<file path="config.mk">
export PLATFORM = sky130hd
export DESIGN_NAME = tri_wireframe_seq
export DESIGN_NICKNAME = d
export VERILOG_FILES = /design/src/rtl/renderer_pkg.sv /design/src/rtl/tri_wireframe_seq.sv
export SDC_FILE = /design/constraint.sdc
export NUM_CORES = 1
export LEC_CHECK = 0
export ABC_AREA = 1
export BUFFER_PORTS_ARGS = -buffer_cell sky130_fd_sc_hd__buf_2
export CAP_MARGIN = 30
export CORE_AREA = 5 5 94 161
export DETAILED_ROUTE_END_ITERATION = 7
export DIE_AREA = 0 0 99 166
export GPL_ROUTABILITY_DRIVEN = 0
export PLACE_DENSITY_LB_ADDON = 0.2
export SYNTH_ARGS = -nofsm -noshare
export SYNTH_HDL_FRONTEND = slang
export SYNTH_SLANG_ARGS = --single-unit
</file>
<file path="constraint.sdc">
create_clock -name Clk -period 2.4 [get_ports Clk]
set_clock_uncertainty 0.1 [all_clocks]
set_input_delay 0.12 -clock Clk [delete_from_list [all_inputs] [get_ports Clk]]
set_output_delay 0.12 -clock Clk [all_outputs]
set_load 0.05 [all_outputs]
</file>
<file path="src/rtl/renderer_pkg.sv">
// renderer_pkg: shared screen defaults, vertex/triangle types and sequencer states
package renderer_pkg;
  localparam int H_RES_D = 640;
  localparam int V_RES_D = 480;
  localparam int COLOR_W_D = 8;
  typedef struct packed {
    logic [9:0] x;
    logic [9:0] y;
  } vertex_t;
  typedef struct packed {
    vertex_t [2:0]        v;
    logic [COLOR_W_D-1:0] color;
  } tri_t;
  typedef enum logic [2:0] {
    S_IDLE,
    S_START,
    S_DRAW,
    S_RELEASE,
    S_FINISH
  } seq_state_e;
endpackage

</file>
<file path="src/rtl/tri_wireframe_seq.sv">
// tri_wireframe_seq: walks a triangle's three edges through the line drawer and emits clipped framebuffer writes
module tri_wireframe_seq import renderer_pkg::*; #(
  parameter int H_RES   = H_RES_D,
  parameter int V_RES   = V_RES_D,
  parameter int COLOR_W = COLOR_W_D,
  parameter int ADDR_W  = 19
) (
  input  logic               Clk,
  input  logic               Reset,
  input  logic               tri_valid,
  output logic               tri_ready,
  input  logic [9:0]         tri_x0,
  input  logic [9:0]         tri_x1,
  input  logic [9:0]         tri_x2,
  input  logic [9:0]         tri_y0,
  input  logic [9:0]         tri_y1,
  input  logic [9:0]         tri_y2,
  input  logic [COLOR_W-1:0] tri_color,
  output logic               tri_done,
  output logic               line_start,
  output logic [9:0]         line_x0,
  output logic [9:0]         line_x1,
  output logic [9:0]         line_y0,
  output logic [9:0]         line_y1,
  input  logic [9:0]         line_DrawX,
  input  logic [9:0]         line_DrawY,
  input  logic               line_done,
  output logic               fb_we,
  output logic [ADDR_W-1:0]  fb_addr,
  output logic [COLOR_W-1:0] fb_data
);
  seq_state_e         state_q, state_d;
  logic [1:0]         edge_q, edge_d;
  vertex_t [2:0]      vtx_q, vtx_d;
  logic [COLOR_W-1:0] color_q, color_d;
  vertex_t            va, vb;
  logic               in_range;
  always_ff @(posedge Clk) begin
    if (Reset) begin
      state_q <= S_IDLE;
      edge_q  <= '0;
      vtx_q   <= '0;
      color_q <= '0;
    end else begin
      state_q <= state_d;
      edge_q  <= edge_d;
      vtx_q   <= vtx_d;
      color_q <= color_d;
    end
  end
  always_comb begin
    state_d = state_q;
    edge_d  = edge_q;
    vtx_d   = vtx_q;
    color_d = color_q;
    case (state_q)
      S_IDLE: if (tri_valid) begin
        vtx_d[0] = '{x: tri_x0, y: tri_y0};
        vtx_d[1] = '{x: tri_x1, y: tri_y1};
        vtx_d[2] = '{x: tri_x2, y: tri_y2};
        color_d  = tri_color;
        edge_d   = '0;
        state_d  = S_START;
      end
      S_START:   state_d = S_DRAW;
      S_DRAW:    state_d = line_done ? S_RELEASE : S_DRAW;
      S_RELEASE: begin
        edge_d  = edge_q == 2'd2 ? edge_q : edge_q + 2'd1;
        state_d = edge_q == 2'd2 ? S_FINISH : S_START;
      end
      S_FINISH:  state_d = S_IDLE;
      default:   state_d = S_IDLE;
    endcase
  end
  // edge 2 closes the loop back to vertex 0
  assign va = vtx_q[edge_q];
  assign vb = vtx_q[edge_q == 2'd2 ? 2'd0 : edge_q + 2'd1];
  assign line_x0 = va.x;
  assign line_y0 = va.y;
  assign line_x1 = vb.x;
  assign line_y1 = vb.y;
  assign tri_ready  = state_q == S_IDLE;
  assign line_start = state_q == S_START || state_q == S_DRAW;
  assign tri_done   = state_q == S_FINISH;
  assign in_range = 32'(line_DrawX) < H_RES && 32'(line_DrawY) < V_RES;
  assign fb_we    = state_q == S_DRAW && !line_done && in_range;
  assign fb_addr  = ADDR_W'(line_DrawY) * ADDR_W'(H_RES) + ADDR_W'(line_DrawX);
  assign fb_data  = color_q;
endmodule

</file>
==> run metrics <==
status=complete, no violations; maximum VDD drop=0.412 mV; Period minus WS final=2.37 ns; num rows=57; Port-buffer cells=148; Root Driver=clkbuf_16; CP Capture Type=primary output; post-synth top area share=0.315; worst hold endpoint=vtx_q[21]$_SDFFE_PP0P_; ys async rst share=0; Max Fclk=about 0.42 GHz; Max clock buf depth=2; Final Max Slew Viols=0; GRT Overall Usage=0.190; synthesized area per cell=around 7.7 um^2; routed vias=4961; Relative slew margins=0.584; core footprint=13800 um^2; CTS tree=built; Post-DP HPWL=11700 um; 1st-pass router iterations=4; Ports=163; Reg clk slew, reported paths=0.06 ns; Netlist Area Pre-Place=about 4600 um^2; DRT iter0 DRCs=171; cell taking the most area after synthesis=dfxtp_1; Hold Path Origin=tri_y1[1]; Remaining Overflow, GRT=0; library cells used by synthesis=35; share of cells above drive strength 1=0.361; Synth Warn #=0; Die Y-Extent=approximately 170 um; Reg2Reg Depth=5; Area Growth Syn to Fin=47.4%; Setup-failing EPs final=0; predominant post-synthesis flop cell=dfxtp_1; r2r endpoint=vtx_q[2]$_SDFFE_PP0P_; Mapped Nets=a little over 700; Area contributors post-synth=dfxtp_1 (32%), a211oi_2 (13%), inv_1 (7.5%), ha_1 (5.9%), a21oi_1 (5.8%); Power, Total=about 0.0053 W; sequential share of the synthesized area=0.315; flops & latches, synth=73; Vias/cell=5.02; EDFF count, synth=0; nets=between 900 and 1k; Hold Crit Class=primary input to register; die area=16400 um^2; worst-skew pair later-pin latency=between 0.3 and 0.4 ns; largest net degree at the start of global routing=58; worst-path maximum fanout=2; Placement Setup Slack=-0.205 ns; WHS Path Cells=3; Initial Util=0.337; reg2reg start=state_q[0]$_SDFFE_PP0P_; H-tree Lvls=3; # Max-Cap Violations=0; Register Area=approximately 1500 um^2; ANT cells=0; critical path launch point type=primary input; Die X=between 90 and 100 um; worst-margin pin slew=about 0.62 ns; Data required, critical path=2.18 ns; period utilization=0.989; DRC Markers=0; RSZ-0062 raised after global routing=yes; Hold Violations, Final=0; Worst Path Arrival=~2.2 ns; number of fillers in the final layout=between 1k and 1.5k; PD cells=~770 nW/um^2; final worst setup slack=0.0263 ns; first-pass GRT wire length=25000 um; Num CTS Buffers=9; Detailed Route WL=~16000 um; DRT antenna net count=0; Num Clock Sinks=73; vias in the first global route=5119; initial antenna violation count=0; critical path type=primary input to primary output; area of the multi-input gates=2770 um^2; flop-to-flop setup slack=0.70 ns; wire per inst=between 15 and 20 um; Syn Inst Count=603; Leak Pwr=3.03 nW
## metrics by stage
stage | cell area, um^2 | utilization | hold slack (ns) | cells | TNS, ns
2_1_floorplan | 4760 | - | 0.187 | 603 | -0.800
3_5_place_dp | 5720 | 0.416 | 0.140 | 907 | -0.536
3_3_place_gp | 5720 | 0.416 | 0.140 | 907 | -0.376
5_1_grt | 6840 | 0.497 | 0.0218 | 989 | -0.178
4_1_cts | 6740 | 0.489 | 0.00664 | 988 | -0.00631
6_report | 6840 | 0.497 | 0.00229 | 989 | 0
## how the worst max path moves through the flow
stage               cells after the start  slack [ns]                    from     endpoint
CTS                                    14      -0.006           line_DrawY[1]  fb_addr[18]
finish                                 14        0.03           line_DrawY[3]  fb_addr[17]
global route                           13       -0.09           line_DrawY[4]  fb_addr[17]
floorplan                               8       -0.19  edge_q[0]$_SDFFE_PP0P_   line_x1[0]
global placement                       15       -0.16           line_DrawY[1]  fb_addr[18]
detailed placement                     15       -0.21           line_DrawY[1]  fb_addr[18]
## logic make-up after synthesis
group | Yosys count | share of synthesized area
xor gates and xnor gates | 10 | 0.0245
DFF | 73 | 0.315
adders and majority gates | 24 | 0.0680
buffers and inverters | 141 | 0.132
and+or+nand+nor | 166 | 0.155
AOI/OAI and AO/OA | 189 | 0.306
## cells in the final DEF (no fill, tap or decap), types with 6 or more instances in the layout
cell type / instances
inv_1: 92
dfxtp_1: 72
a211oi_2: 50
dlygate4sd3_1: 63
o21ai_2: 16
buf_6: 6
buf_2: 139
buf_4: 24
o21ai_0: 30
a211oi_1: 10
ha_1: 18
o21ai_1: 6
clkbuf_16: 9
a221oi_1: 12
nand3_1: 25
nand2_2: 6
nor2_1: 66
o31ai_1: 9
nand2_1: 47
a21oi_1: 54
## routing by layer
layer,GRT usage,vias to the layer above,part of all wire
met5,0,-,0
met4,0.103,0,0.043
met1,0.187,2325,0.36
met3,0.0332,44,0.048
met2,0.362,150,0.55
li1,-,2442,-
## repair_timing
action / 4_1_cts / 5_1_grt
endpoints found under the setup margin: 11 / 28
cloned: 0 / 0
pin swaps: 6 / 9
gates resized for setup: 15 / 26
endpoints found under the hold margin: 63 / 0
hold buffers: 63 / 0
setup buffers: 2 / 1
## flip-flops by register name, summed over array words and instances, names as in the netlist
name and count:
vtx_q 60, fb_data 8, state_q 3, edge_q 2
## cell type report
cell class | count | area share
clock inverter | 5 | 0.00897
tap | 177 | 0.0324
sequential | 73 | 0.214
multi-input combinational | 389 | 0.406
timing repair buffer | 241 | 0.251
inverter | 93 | 0.0511
clock buffer | 11 | 0.0370
## power breakdown
| group | total (W) | switching [W] | internal [W] |
|---|---|---|---|
| combinational | 0.00241 | 0.00164 | 0.000770 |
| sequential | 0.00145 | 0.0000735 | 0.00138 |
| clock | 0.00141 | 0.000543 | 0.000867 |
## Yosys cell counts, types with 3 or more instances
library cell,count
nand2_2,3
nand3_2,3
a21oi_1,54
xnor2_1,4
a211oi_2,50
ha_1,22
inv_1,93
nand4_1,3
clkbuf_1,25
nand2_1,52
a211oi_1,10
buf_4,9
buf_2,8
a221oi_1,12
o21ai_0,51
nor2_2,4
dfxtp_1,73
nand3_1,25
o31ai_1,9
nor2_1,69
xor2_1,4
buf_6,5
## critical path: stages
cell and delay (ns):
buf_8 0.10, ha_4 0.23, ha_4 0.16, fa_2 0.56, buf_6 0.10, buf_6 0.10, nand2_4 0.05, nor2_4 0.15
nand3_4 0.11, nor2_4 0.13, nand2_1 0.05, nand2_1 0.06, nand2_2 0.06, buf_8 0.15
Power figures use the tool's default switching activity.
